==> config.mk <==
export PLATFORM = sky130hd
export DESIGN_NAME = afe_spi_sequencer
export DESIGN_NICKNAME = d
export VERILOG_FILES = /design/src/rtl/afe_spi_pkg.sv /design/src/rtl/afe_spi_phase_timer.sv /design/src/rtl/afe_spi_sequencer.sv
export SDC_FILE = /design/constraint.sdc
export NUM_CORES = 1
export LEC_CHECK = 0
export CORE_UTILIZATION = 56
export CTS_CLUSTER_SIZE = 30
export DETAILED_ROUTE_END_ITERATION = 10
export PLACE_DENSITY = 0.85
export SLEW_MARGIN = 10
export SYNTH_ARGS = -nofsm -noshare
export SYNTH_HDL_FRONTEND = slang
export SYNTH_SLANG_ARGS = --single-unit
==> constraint.sdc <==
create_clock -name sysClk -period 3.95 [get_ports sysClk]
set_input_delay 0.395 -clock sysClk [delete_from_list [all_inputs] [get_ports sysClk]]
set_output_delay 0.395 -clock sysClk [all_outputs]
set_load 0.005 [all_outputs]
==> src/rtl/afe_spi_pkg.sv <==
// Shared types and sizing helpers for the AFE SPI configuration sequencer.
package afe_spi_pkg;

  typedef enum logic [2:0] {
    IDLE,
    LOW,
    HIGH,
    GAP,
    LATCH
  } afe_state_e;

  // sysClk cycles per shift-clock phase, never fewer than two
  function automatic int calc_half(input int clk_rate, input int spi_rate);
    int h;
    h = clk_rate / (2 * spi_rate);
    return (h < 2) ? 2 : h;
  endfunction

  function automatic int cnt_w(input int n);
    return (n <= 2) ? 1 : $clog2(n);
  endfunction

  function automatic int max_i(input int a, input int b);
    return (a > b) ? a : b;
  endfunction

  localparam int DEF_HALF  = calc_half(99999001, 1000000);
  localparam int DEF_PHASE_W = cnt_w(DEF_HALF);
  localparam int DEF_BIT_W = cnt_w(24);

endpackage

==> src/rtl/afe_spi_phase_timer.sv <==
// Reloadable down-counter; tc is high while the count sits at zero.
module afe_spi_phase_timer #(
  parameter int W = 2
) (
  input  logic         clk,
  input  logic         rst,
  input  logic         load,
  input  logic [W-1:0] load_val,
  output logic         tc
);

  logic [W-1:0] cnt;

  always_ff @(posedge clk) begin
    if (rst)
      cnt <= '0;
    else if (load)
      cnt <= load_val;
    else if (cnt != '0)
      cnt <= cnt - 1'b1;
  end

  assign tc = (cnt == '0);

endmodule

==> src/rtl/afe_spi_sequencer.sv <==
// Shifts one AFE configuration word MSB-first onto the selected SPI chain,
// then pulses that chain's latch enable.
module afe_spi_sequencer
  import afe_spi_pkg::*;
#(
  parameter int CLK_RATE      = 99999001,
  parameter int SPI_RATE      = 1000000,
  parameter int DATA_WIDTH    = 24,
  parameter int CHANNEL_COUNT = 2,
  parameter int LE_CYCLES     = 4,
  localparam int CH_W         = cnt_w(CHANNEL_COUNT)
) (
  input  logic                     sysClk,
  input  logic                     sysReset,
  input  logic                     cmdValid,
  output logic                     cmdReady,
  input  logic [CH_W-1:0]          cmdChannel,
  input  logic [DATA_WIDTH-1:0]    cmdData,
  output logic                     busy,
  output logic                     cmdError,
  output logic [15:0]              doneCount,
  output logic [CHANNEL_COUNT-1:0] AFE_SPI_CLK,
  output logic [CHANNEL_COUNT-1:0] AFE_SPI_SDI,
  output logic [CHANNEL_COUNT-1:0] AFE_SPI_LE
);

  localparam int HALF    = calc_half(CLK_RATE, SPI_RATE);
  localparam int BIT_W   = cnt_w(DATA_WIDTH);
  localparam int PHASE_W = cnt_w(HALF);
  localparam int TW      = max_i(PHASE_W, cnt_w(LE_CYCLES));

  afe_state_e              state_q, state_d;
  logic [DATA_WIDTH-1:0]   shift_q, shift_d;
  logic [BIT_W-1:0]        bit_q, bit_d;
  logic [CH_W-1:0]         chan_q, chan_d;
  logic                    tmr_load, tmr_tc;
  logic [TW-1:0]           tmr_val;
  logic                    err_d, done_inc;
  logic [CHANNEL_COUNT-1:0] sel_d, clk_d, sdi_d, le_d;

  afe_spi_phase_timer #(.W(TW)) u_timer (
    .clk      (sysClk),
    .rst      (sysReset),
    .load     (tmr_load),
    .load_val (tmr_val),
    .tc       (tmr_tc)
  );

  always_comb begin
    state_d  = state_q;
    shift_d  = shift_q;
    bit_d    = bit_q;
    chan_d   = chan_q;
    tmr_load = 1'b0;
    tmr_val  = TW'(HALF - 1);
    err_d    = 1'b0;
    done_inc = 1'b0;
    case (state_q)
      IDLE: begin
        if (cmdValid && cmdReady) begin
          // Bad channels are consumed and flagged without touching any pin
          if (32'(cmdChannel) >= CHANNEL_COUNT) begin
            err_d = 1'b1;
          end else begin
            chan_d   = cmdChannel;
            shift_d  = cmdData;
            bit_d    = BIT_W'(DATA_WIDTH - 1);
            tmr_load = 1'b1;
            state_d  = LOW;
          end
        end
      end
      LOW: begin
        if (tmr_tc) begin
          tmr_load = 1'b1;
          state_d  = HIGH;
        end
      end
      HIGH: begin
        if (tmr_tc) begin
          tmr_load = 1'b1;
          if (bit_q == '0) begin
            state_d = GAP;
          end else begin
            shift_d = {shift_q[DATA_WIDTH-2:0], 1'b0};
            bit_d   = bit_q - 1'b1;
            state_d = LOW;
          end
        end
      end
      GAP: begin
        if (tmr_tc) begin
          tmr_load = 1'b1;
          tmr_val  = TW'(LE_CYCLES - 1);
          state_d  = LATCH;
        end
      end
      LATCH: begin
        if (tmr_tc) begin
          done_inc = 1'b1;
          state_d  = IDLE;
        end
      end
      default: state_d = IDLE;
    endcase

    // Pin values are derived from the next state so the outputs are registered
    for (int i = 0; i < CHANNEL_COUNT; i++)
      sel_d[i] = (32'(chan_d) == i);
    clk_d = (state_d == HIGH) ? sel_d : '0;
    sdi_d = ((state_d == LOW || state_d == HIGH) && shift_d[DATA_WIDTH-1]) ? sel_d : '0;
    le_d  = (state_d == LATCH) ? sel_d : '0;
  end

  always_ff @(posedge sysClk) begin
    if (sysReset) begin
      state_q     <= IDLE;
      cmdReady    <= 1'b1;
      busy        <= 1'b0;
      cmdError    <= 1'b0;
      doneCount   <= '0;
      AFE_SPI_CLK <= '0;
      AFE_SPI_SDI <= '0;
      AFE_SPI_LE  <= '0;
    end else begin
      state_q     <= state_d;
      cmdReady    <= (state_d == IDLE);
      busy        <= (state_d != IDLE);
      cmdError    <= err_d;
      doneCount   <= doneCount + {15'd0, done_inc};
      AFE_SPI_CLK <= clk_d;
      AFE_SPI_SDI <= sdi_d;
      AFE_SPI_LE  <= le_d;
    end
  end

  always_ff @(posedge sysClk) begin
    shift_q <= shift_d;
    bit_q   <= bit_d;
    chan_q  <= chan_d;
  end

endmodule

==> out/metrics.yaml, run 1 <==
layout:
  stdcell_area_sq_um: 3590
  drive_gt1_frac: 0.0772
  area_delta_synth_final_pct: 24.3
  fin_cells: 404
  diodes: 0
  n_fill_cell: 356
  nets: 365
yosys:
  synth-compound-area-share: 0.140
  netlist_instances: 283
  synth-xor-area-share: 0.0455
  synth-simple-area-share: 0.214
  synthMuxAreaShare: 0.00780
  synth_seq_cells: 63
  synth_edf_count: 28
  synth.net_count: 316
  synth_cell_types: 50
  syn_area_per_cell_sq_um: 10.2
  synth_ff_type: "dfxtp_1"
  synth_top_family_by_area: "simple AND/OR/NAND/NOR gates"
  ys_seq_area_frac: 0.534
  netlist_area_sq_um: 2890
  async_flop_share: 0
  synth_warnings: 0
  synthAdderAreaFrac: 0.0217
global_routing:
  grt_max_degree: 29
  grt_pass1_wl_mm: 9.86
  met2_usage: 0.383
  met3_usage: 0.0631
  use_met1: 0.317
  grt_pass1_vias: 2213
  groute.usage.overall: 0.243
  grt_busiest_layer: "met2"
  antenna_found_initial: 0
  gr-total-overflow: 0
cts:
  clk_path_buf_depth: 2
  root_buffer: "clkbuf_8"
  hold_buffers: 0
  clkTransAtPathRegs_ns: 0.07
  cts_tree: "done"
  cts_sinks: 63
  cts_buffers: 9
  postCtsSetupRepairBufs: 0
  ctsResizeCount: 0
  h-tree-depth: 3
  clock_latency_ns: 0.33
timing:
  clock.fmax_ghz: 0.387
  fin_crit_sh: 0.655
  rsz0062_at_grt: "no"
  slew_headroom: 0.251
  setup_slack_ns: 1.36
  setup_viol: 0
  final_max_slew_viol_count: 0
  fin_worst_skew_ns: 0.00740
  finalSetupTns_ns: 0
  tightest_slew_ns: 1.11
  hold_viol: 0
  period_needed_ns: 2.59
drt:
  drtIter0Drc: 176
  wl_per_cell_um: 14.5
  ant_nets: 0
  drc: 0
  routed_via_density: 5.70
  first_pass_iters: 4
  routed_wl_mm: 5.84
  vias: 2304
hold_path:
  min_to: "doneCount[15]"
  hold_depth: 2
  hold_start: "doneCount[15]"
  hold_class: "flop to flop"
pwr:
  p_leak_nw: 1.24
  ir_drop_mv: 0.353
  power_density_nw_per_um2: 570
placement:
  io_buffers: 51
  hpwl_mm: 4.02
  pre_cts_slack_ns: 1.38
  dpl_cell_area_sq_um: 3440
  dp_cells: 388
  place.gp.congestion: 0.856
critical_path:
  rrSetupSlack_ns: 1.36
  rr_startpoint: "u_timer.cnt[0]"
  cp-start-kind: "flop"
  path_max_fanout: 22
  critPathKind: "flop to flop"
  rr_worst_depth: 6
  arrival_ns: 2.77
  r2r-end: "shift_q[12]"
  critPathCaptureType: "flop"
  required_ns: 4.13
die:
  die-area_sq_um: 5450
  core_sq_um: 4850
  dieWidth_um: 73.8
  ios: 53
  start_util: 0.596
  num_rows: 25
  die_y_um: 73.8
flow_run:
  cap_violations: 0
status:
  status: "complete, no violations"
## report_power, final
group	internal (mW)	switching, mW	total, mW
clock network	0.223	0.220	0.443
registers	0.864	0.0973	0.962
logic	0.273	0.369	0.642
total	1.36	0.686	2.05
## final cells by class
type,count,area (sq um),share of cell area
Clock buffer,13,139,0.0387
Clock inverter,3,12.5,0.00348
Inverter,8,30.0,0.00836
Multi-Input combinational cell,196,1250,0.348
Sequential cell,63,1540,0.429
Tap cell,67,83.8,0.0233
Timing Repair Buffer,54,533,0.148
## critical path: stages, from the launching register on
cell	delay, ns
dfxtp_1	0.33
inv_1	0.06
ha_1	0.20
or3b_1	0.52
nor4_4	1.00
a22oi_1	0.17
nor2_1	0.15
## how the worst max path moves through the flow
stage | start | to | slack (ns) | cells after the start
after floorplan | u_timer.cnt[0] | bit_q[0] | 1.64 | 6
after CTS | u_timer.cnt[0] | shift_q[8] | 1.36 | 6
final | u_timer.cnt[0] | shift_q[12] | 1.36 | 6
after detailed placement | u_timer.cnt[0] | shift_q[12] | 1.38 | 6
after global placement | u_timer.cnt[0] | shift_q[4] | 1.42 | 6
after global routing | u_timer.cnt[0] | shift_q[8] | 1.13 | 6
## per-layer routing
metal  wire length [um]  vias up
li1                   -     1133
met5                  0        -
met2               2760       86
met4                 97        0
met3                311       10
met1               2680     1075
## cells in the final DEF, fill, tap and decap left out, drive strengths merged, types with 2 or more instances in the layout
master / synthesis / layout
a2111oi: 4 / 4
a211oi: 2 / 2
a21oi: 8 / 8
a22oi: 22 / 22
a311oi: 2 / 2
and2: 2 / 2
and3: 3 / 3
buf: 6 / 3
clkbuf: 10 / 13
clkdlybuf4s50: 0 / 51
clkinv: 0 / 3
dfxtp: 35 / 35
edfxtp: 28 / 28
ha: 5 / 5
inv: 8 / 8
mux2: 2 / 2
nand2: 13 / 13
nand3: 5 / 5
nand4: 4 / 4
nor2: 47 / 47
nor2b: 5 / 5
nor3: 12 / 12
nor3b: 3 / 3
nor4: 7 / 7
o21ai: 9 / 9
o311a: 2 / 2
or2: 3 / 3
or3: 5 / 5
or3b: 5 / 5
xnor2: 12 / 12
xor2: 3 / 3
## metrics by stage
| step | hold slack, ns | utilization | power, mW |
|---|---|---|---|
| final | 0.507 | 0.741 | 2.05 |
| after global routing | 0.530 | 0.741 | 2.18 |
| after floorplan | 0.465 | - | 1.43 |
| after detailed placement | 0.496 | 0.709 | 1.61 |
| after CTS | 0.511 | 0.741 | 2.05 |
| after global placement | 0.484 | 0.709 | 1.59 |
## sequential cells by signal (all words and copies together), names as in the netlist
register and flops:
AFE_SPI_CLK 2, AFE_SPI_LE 2, AFE_SPI_SDI 2, bit_q 5, busy 1, chan_q 1
cmdReady 1, doneCount 16, shift_q 24, state_q 3, u_timer.cnt 6
## cells by family after synthesis
logic type / after synthesis
buffers and inverters: 24
adder cells (fa/ha/maj): 5
multiplexers: 2
AND/OR/NAND/NOR: 119
AO/OA/AOI/OAI: 54
flip-flops: 63
XOR/XNOR: 15
other: 1
## synth_stat cells, types with 4 or more instances
cell type	n	share of area
nor2_1	47	0.061
nor4_1	6	0.013
nand2_1	13	0.017
edfxtp_1	28	0.29
a21oi_1	8	0.014
nor3_1	12	0.021
nand3_1	5	0.0087
a22oi_1	22	0.057
xnor2_1	12	0.036
dfxtp_1	35	0.24
or3_1	5	0.011
o21ai_0	8	0.014
clkbuf_1	10	0.013
nand4_1	4	0.0087
nor2b_1	5	0.011
ha_1	5	0.022
inv_1	8	0.010
Power figures use the tool's default switching activity.
==> run 2, diff against run 1 <==
--- a/config.mk
+++ b/config.mk
@@ -5,10 +5,10 @@
 export SDC_FILE = /design/constraint.sdc
 export NUM_CORES = 1
 export LEC_CHECK = 0
-export CORE_UTILIZATION = 56
+export CORE_UTILIZATION = 52
 export CTS_CLUSTER_SIZE = 30
 export DETAILED_ROUTE_END_ITERATION = 10
-export PLACE_DENSITY = 0.85
+export PLACE_DENSITY = 0.79
 export SLEW_MARGIN = 10
 export SYNTH_ARGS = -nofsm -noshare
 export SYNTH_HDL_FRONTEND = slang
==> constraint.sdc (replaced) <==
create_clock -name sysClk -period 2.6 [get_ports sysClk]
set_input_delay 0.26 -clock sysClk [delete_from_list [all_inputs] [get_ports sysClk]]
set_output_delay 0.26 -clock sysClk [all_outputs]
set_load 0.005 [all_outputs]
==> run 2 against run 1 <==
Effect of this change: first-iteration DRC count is 37% higher; non-clock buffer count is 5 higher; flip-flop and latch count stayed put; design area is 3.1% higher; combinational power is 64% higher; sequential share of layout area is 1.3 points lower; die area is 7.5% higher; worst setup slack worse by 1.1 ns; global-route usage is 2.0 points lower; count of clock-buffer cells in the layout is 1 lower.
==> out/metrics.yaml, run 2 (same netlist as run 1, synthesis figures left out) <==
critical_path:
  path_max_fanout: 6  # -73%
  arrival_ns: 2.55  # -0.22 ns
  r2r-end: "doneCount[12]"
  required_ns: 2.82  # -1.31 ns
  rr_worst_depth: 11  # +5
  rr_startpoint: "u_timer.cnt[0]"
  cp-start-kind: "flop"
  critPathKind: "flop to flop"
  critPathCaptureType: "flop"
  rrSetupSlack_ns: 0.27  # -1.09 ns
timing:
  fin_worst_skew_ns: 0.00820  # +0.000796 ns
  setup_viol: 0  # unchanged
  hold_viol: 0  # unchanged
  slew_headroom: 0.473  # +0.222
  tightest_slew_ns: 0.788  # -0.327 ns
  period_needed_ns: 2.33  # -0.256 ns
  clock.fmax_ghz: 0.429  # +11%
  final_max_slew_viol_count: 0  # unchanged
  setup_slack_ns: 0.268  # -1.09 ns
  fin_crit_sh: 0.897  # +0.242
  finalSetupTns_ns: 0  # unchanged
  rsz0062_at_grt: "no"
  fin_hold_ws_ns: 0.509  # +0.00230 ns
cts:
  clkTransAtPathRegs_ns: 0.07  # about the same
  cts_buffers: 9  # unchanged
  root_buffer: "clkbuf_8"
  cts_tree: "done"
  cts_sinks: 63  # unchanged
  clock_latency_ns: 0.34  # about the same
  clk_path_buf_depth: 2  # unchanged
  postCtsSetupRepairBufs: 0  # unchanged
  h-tree-depth: 3  # unchanged
hold_path:
  hold_class: "flop to flop"
  hold_depth: 2  # unchanged
  hold_start: "doneCount[15]"
  min_to: "doneCount[15]"
drt:
  drtIter0Drc: 241  # +37%
  routed_wl_mm: 5.98  # +2.3%
  drc: 0  # unchanged
  ant_nets: 0  # unchanged
  wl_per_cell_um: 14.5  # +0.27%
  vias: 2281  # -1.0%
  first_pass_iters: 4  # unchanged
  routed_via_density: 5.54  # -2.9%
global_routing:
  antenna_found_initial: 0  # unchanged
  use_met1: 0.303  # -0.0138
  grt_pass1_vias: 2151  # -2.8%
  gr-total-overflow: 0  # unchanged
  grt_busiest_layer: "met2"
  grt_max_degree: 29  # unchanged
  met2_usage: 0.332  # -0.0508
  met3_usage: 0.0527  # -0.0104
  grt_pass1_wl_mm: 10.2  # +3.2%
  groute.usage.overall: 0.223  # -0.0201
placement:
  place.gp.congestion: 0.853  # -0.42%
  io_buffers: 51  # unchanged
  hpwl_mm: 4.04  # +0.66%
  pre_cts_slack_ns: 0.255  # -1.13 ns
  dp_cells: 396  # +2.1%
  dpl_cell_area_sq_um: 3480  # +1.2%
layout:
  regMostFlops: "shift_q"
  nets: 370  # +1.4%
  layout_common_cells: "clkdlybuf4s50_1, nor2_1, dfxtp_1, edfxtp_1, a22oi_1"
  largest_register_ffs: 24  # unchanged
  diodes: 0  # unchanged
  fin_cells: 412  # +2.0%
  drive_gt1_frac: 0.102  # +0.0252
  reg_top3: "shift_q (24), doneCount (16), u_timer.cnt (6)"
  n_fill_cell: 423  # +19%
  area_delta_synth_final_pct: 28.2
  final_common_cell: "clkdlybuf4s50_1"
  utilization: 0.707  # -0.0338
  stdcell_area_sq_um: 3700  # +3.1%
flow_run:
  cap_violations: 0  # unchanged
pwr:
  power_switching_mw: 1.09  # +59%
  finalPower_mw: 3.42  # +67%
  sequentialPowerShare: 0.422  # -0.048
  power.clock.fraction: 0.272  # +0.055
  p_int_mw: 2.33  # +71%
  power_density_nw_per_um2: 924  # +62%
  swShare: 0.319  # -0.0161
  p_leak_nw: 1.30  # +4.9%
  power_frac_comb: 0.306  # -0.008
  ir_drop_mv: 0.579  # +64%
die:
  die_y_um: 76.5  # +3.7%
  start_util: 0.552  # -0.0443
  ios: 53  # unchanged
  dieWidth_um: 76.5  # +3.7%
  num_rows: 26  # +4.0%
  die-area_sq_um: 5860  # +7.5%
  core_sq_um: 5240  # +8.0%
status:
  status: "complete, no violations"
==> run 2: changes by cell type in the layout (fill, tap and decap cells not counted) <==
cell / change
clkinv_1: -2
clkinv_2: +1
nor3b_2: -1
clkbuf_1: -2
clkbuf_8: +1
nor3b_4: +1
buf_4: +5
bufinv_16: +2
==> run 2: timing repair <==
item,4_1_cts,5_1_grt
gates resized for setup,0,1
hold buffers,0,0
hold endpoints to repair,0,0
endpoints found under the setup margin,0,2
==> run 2: how the worst max path moves through the flow <==
stage                   startpoint            end  cells after the start  slack, ns
floorplan           u_timer.cnt[0]       bit_q[0]                      6       0.29
global placement    u_timer.cnt[0]  doneCount[13]                     10       0.37
detailed placement  u_timer.cnt[0]  doneCount[12]                     11       0.25
CTS                 u_timer.cnt[0]  doneCount[12]                     11       0.23
global route        u_timer.cnt[0]  doneCount[15]                      9       0.03
finish              u_timer.cnt[0]  doneCount[12]                     11       0.27
==> run 2: worst max-delay path, stage by stage, from the launching register on <==
cell,delay (ns)
dfxtp_1,0.33
inv_1,0.06
ha_1,0.22
nor3b_4,0.29
nand2_1,0.11
nor2_1,0.13
ha_1,0.19
ha_1,0.21
nand2_1,0.17
nor4_1,0.29
xnor2_1,0.16
nor2_1,0.05
==> run 2: area by class of cell <==
| class | instances | area (sq um) | area share |
|---|---|---|---|
| Clock buffer | 12 | 145 | 0.0392 |
| Timing Repair Buffer | 59 | 571 | 0.154 |
| Clock inverter | 4 | 70.1 | 0.0189 |
| Inverter | 8 | 30.0 | 0.00811 |
| Sequential cell | 63 | 1540 | 0.416 |
| Tap cell | 70 | 87.6 | 0.0237 |
| Multi-Input combinational cell | 196 | 1260 | 0.340 |
==> run 2: power by group through the flow <==
stage	combinational (mW)	sequential [mW]	clock (mW)
floorplan	0.747	1.42	0
global placement	1.02	1.45	0
detailed placement	1.03	1.45	0
CTS	1.04	1.44	0.944
global route	1.16	1.47	0.987
finish	1.05	1.44	0.931
==> run 2: layer usage <==
layer / part of all wire / wire, um / vias to the layer above
met5: 0 / 0 / -
met4: 0.014 / 82 / 0
met3: 0.042 / 251 / 7
met2: 0.48 / 2890 / 54
met1: 0.46 / 2750 / 1085
li1: - / - / 1135
==> run 3, diff against run 2 <==
--- a/config.mk
+++ b/config.mk
@@ -5,10 +5,12 @@
 export SDC_FILE = /design/constraint.sdc
 export NUM_CORES = 1
 export LEC_CHECK = 0
-export CORE_UTILIZATION = 52
+export ABC_AREA = 1
+export CORE_UTILIZATION = 51
 export CTS_CLUSTER_SIZE = 30
 export DETAILED_ROUTE_END_ITERATION = 10
 export PLACE_DENSITY = 0.79
+export SETUP_SLACK_MARGIN = 0.5
 export SLEW_MARGIN = 10
 export SYNTH_ARGS = -nofsm -noshare
 export SYNTH_HDL_FRONTEND = slang
==> run 3 against run 2 <==
Effect of this change: via count decreased by 0.61%; die area is 1.8% lower; worst setup slack gained 0.22 ns; total power is 1.8% higher; non-clock buffer count is 5 higher; final cell count is 5.3% higher; worst hold slack lost 0.017 ns; global-route usage increased by 0.61 points; highest routed layer unchanged; count of clock-buffer cells in the layout fell by 2; maximum frequency increased by 10%; clock skew is 0.00055 ns lower; register-to-register slack better by 0.22 ns.
==> out/metrics.yaml, run 3 <==
critical_path:
  crit_path_end: "doneCount[8]"
  path_max_fanout: 4  # -2
  r2r-end: "doneCount[8]"
  arrival_ns: 2.38  # -0.17 ns
  worstPathCellList: "inv_2 > ha_4 > nand3_4 > nor4_2 > ha_2 > ha_4 > nand2_2 > inv_2 > nand4_1 > nor2_2 > buf_4 > a21oi_2 > a211oi_2"
  cp-start-kind: "flop"
  rr_worst_depth: 13  # +2
  path_buf_inv: 3  # +2
  max_stage_delay_ns: 0.33  # about the same
  required_ns: 2.87  # +0.05 ns
  cpMaxStageDelayCell: "dfxtp_2"
  critPathKind: "flop to flop"
  crit_start: "u_timer.cnt[0]"
  critPathCaptureType: "flop"
  cpLargestDelayFamily: "simple AND/OR/NAND/NOR gates"
  rr_startpoint: "u_timer.cnt[0]"
  cp.depth: 13  # +2
  rrSetupSlack_ns: 0.48  # +0.22 ns
cts:
  clk_path_buf_depth: 2  # unchanged
  cts_tree: "done"
  hold_buffers: 0  # unchanged
  clkTransAtPathRegs_ns: 0.07  # about the same
  h-tree-depth: 3  # unchanged
  root_buffer: "clkbuf_8"
  clock_latency_ns: 0.34  # about the same
  cts_buffers: 9  # unchanged
  cts_sinks: 63  # unchanged
layout:
  diodes: 0  # unchanged
  layout_common_cells: "clkdlybuf4s50_1, nand2_1, dfxtp_1, nor2_1, inv_1"
  largest_register_ffs: 24  # unchanged
  reg_top3: "shift_q (24), doneCount (16), u_timer.cnt (6)"
  area_delta_synth_final_pct: 34.1
  n_fill_cell: 373  # -12%
  drive_gt1_frac: 0.176  # +0.0735
  fin_cells: 434  # +5.3%
  regMostFlops: "shift_q"
  nets: 392  # +5.9%
  final_common_cell: "clkdlybuf4s50_1"
placement:
  io_buffers: 51  # unchanged
  dp_cells: 408  # +3.0%
  hpwl_mm: 3.95  # -2.2%
  pre_cts_slack_ns: 0.263  # +0.00882 ns
  place.gp.congestion: 0.839  # -1.6%
die:
  num_rows: 26  # unchanged
  ios: 53  # unchanged
  die_y_um: 75.9  # -0.90%
  core_sq_um: 5170  # -1.2%
  die-area_sq_um: 5750  # -1.8%
  start_util: 0.538  # -0.0139
  dieWidth_um: 75.9  # -0.90%
drt:
  first_pass_iters: 5  # +1
  vias: 2267  # -0.61%
  ant_nets: 0  # unchanged
  wl_per_cell_um: 14.2  # -2.1%
  routed_via_density: 5.22  # -5.7%
  drc: 0  # unchanged
  drtIter0Drc: 143  # -41%
  routed_wl_mm: 6.16  # +3.1%
yosys:
  synth_cell_types: 35  # -30%
  synth_top_area_frac: 0.302  # +0.0113
  synth_ff_type: "dfxtp_1"
  synth.net_count: 327  # +3.5%
  synth_edf_count: 28  # unchanged
  synth_seq_cells: 63  # unchanged
  netlist_area_sq_um: 2780  # -3.7%
  async_flop_share: 0  # unchanged
  synth_common_cells: "nand2_1, nor2_1, dfxtp_1"
  ys_seq_area_frac: 0.554  # +0.0206
  synth.largest_area_cell: "edfxtp_1"
  synth.area.top_cells: "edfxtp_1, dfxtp_1, a32o_1"
  synth_warnings: 0  # unchanged
  netlist_instances: 294  # +3.9%
  syn_area_per_cell_sq_um: 9.46  # -7.3%
  yosysMostFrequentCell: "nand2_1"
global_routing:
  grt_pass1_wl_mm: 9.51  # -6.6%
  grt_pass1_vias: 2085  # -3.1%
  grt_max_degree: 29  # unchanged
  gr-total-overflow: 0  # unchanged
  groute.usage.overall: 0.229  # +0.00607
  antenna_found_initial: 0  # unchanged
pwr:
  p_leak_nw: 1.43  # +9.7%
  power_density_nw_per_um2: 934  # +1.1%
  ir_drop_mv: 0.480  # -17%
  finalPower_mw: 3.48  # +1.8%
timing:
  setup_slack_ns: 0.484  # +0.216 ns
  slew_headroom: 0.641  # +0.168
  tightest_slew_ns: 0.538  # -0.250 ns
  fin_crit_sh: 0.814  # -0.0830
  finalSetupTns_ns: 0  # unchanged
  final_max_slew_viol_count: 0  # unchanged
  rsz0062_at_grt: "yes"
  fin_worst_skew_ns: 0.00764  # -0.000554 ns
  fin_hold_ws_ns: 0.492  # -0.0168 ns
  clock.fmax_ghz: 0.473  # +10%
  period_needed_ns: 2.12  # -0.216 ns
  setup_viol: 0  # unchanged
  hold_viol: 0  # unchanged
hold_path:
  hold_depth: 2  # unchanged
  hold_class: "flop to flop"
flow_run:
  cap_violations: 0  # unchanged
status:
  status: "complete, no violations"
## run 3: routing by layer
layer  track usage  part of all wire  wire length, um  vias up
met5             0                 0                0        -
met4        0.0802             0.016              101        0
met3        0.0979             0.067              412       12
met2         0.363              0.50             3060       73
met1         0.280              0.42             2590     1046
li1              -                 -                -     1136
## run 3: worst min path at each step
stage / startpoint / endpoint / slack, ns
2_1_floorplan: cmdChannel / chan_q / 0.42
3_3_place_gp: u_timer.cnt[0] / u_timer.cnt[0] / 0.47
3_5_place_dp: shift_q[23] / shift_q[23] / 0.48
4_1_cts: shift_q[23] / shift_q[23] / 0.49
5_1_grt: shift_q[23] / shift_q[23] / 0.52
6_report: shift_q[23] / shift_q[23] / 0.49
## run 3: cells by family (layout without fill, tap and decap cells)
family / after synthesis / in the layout / share of synthesized area
simple gates: 120 / 120 / 0.195
other cells: 1 / 1 / 0.00135
fa+ha+maj: 5 / 5 / 0.0225
buf+inv: 48 / 118 / 0.0697
xor+xnor: 7 / 7 / 0.0220
compound gates: 50 / 50 / 0.135
flops: 63 / 63 / 0.554
## run 3: area by class of cell
class | instances | area [sq um] | area share
repair buffers | 64 | 608 | 0.163
multi-input cells | 183 | 1130 | 0.303
flip-flops and latches | 63 | 1540 | 0.414
clock inverters | 6 | 66.3 | 0.0178
inverters | 38 | 145 | 0.0389
clock buffers | 10 | 149 | 0.0399
well taps | 70 | 87.6 | 0.0235
## run 3: report_power, final
| part | internal, mW | total [mW] | switching, mW | leakage (nW) |
|---|---|---|---|---|
| logic | 0.440 | 1.14 | 0.704 | 0.778 |
| registers | 1.33 | 1.43 | 0.106 | 0.544 |
| clock network | 0.502 | 0.905 | 0.403 | 0.108 |
## run 3: tightest hold or removal path, delay by kind of cell (launching register included)
kind,cells,cell delay [ns]
DFF,1,0.31
and+or+nand+nor,2,0.14
## run 3: through the flow
step            util  cell area [sq um]
2_1_floorplan      -               2810
3_3_place_gp   0.653               3380
3_5_place_dp   0.653               3380
4_1_cts        0.711               3680
5_1_grt        0.721               3730
6_report       0.721               3730
## run 3: repair_timing
action,4_1_cts,5_1_grt
gates resized for setup,13,7
endpoints found under the hold margin,0,0
setup buffers,6,4
setup endpoints to repair,8,10
pin swaps,7,9
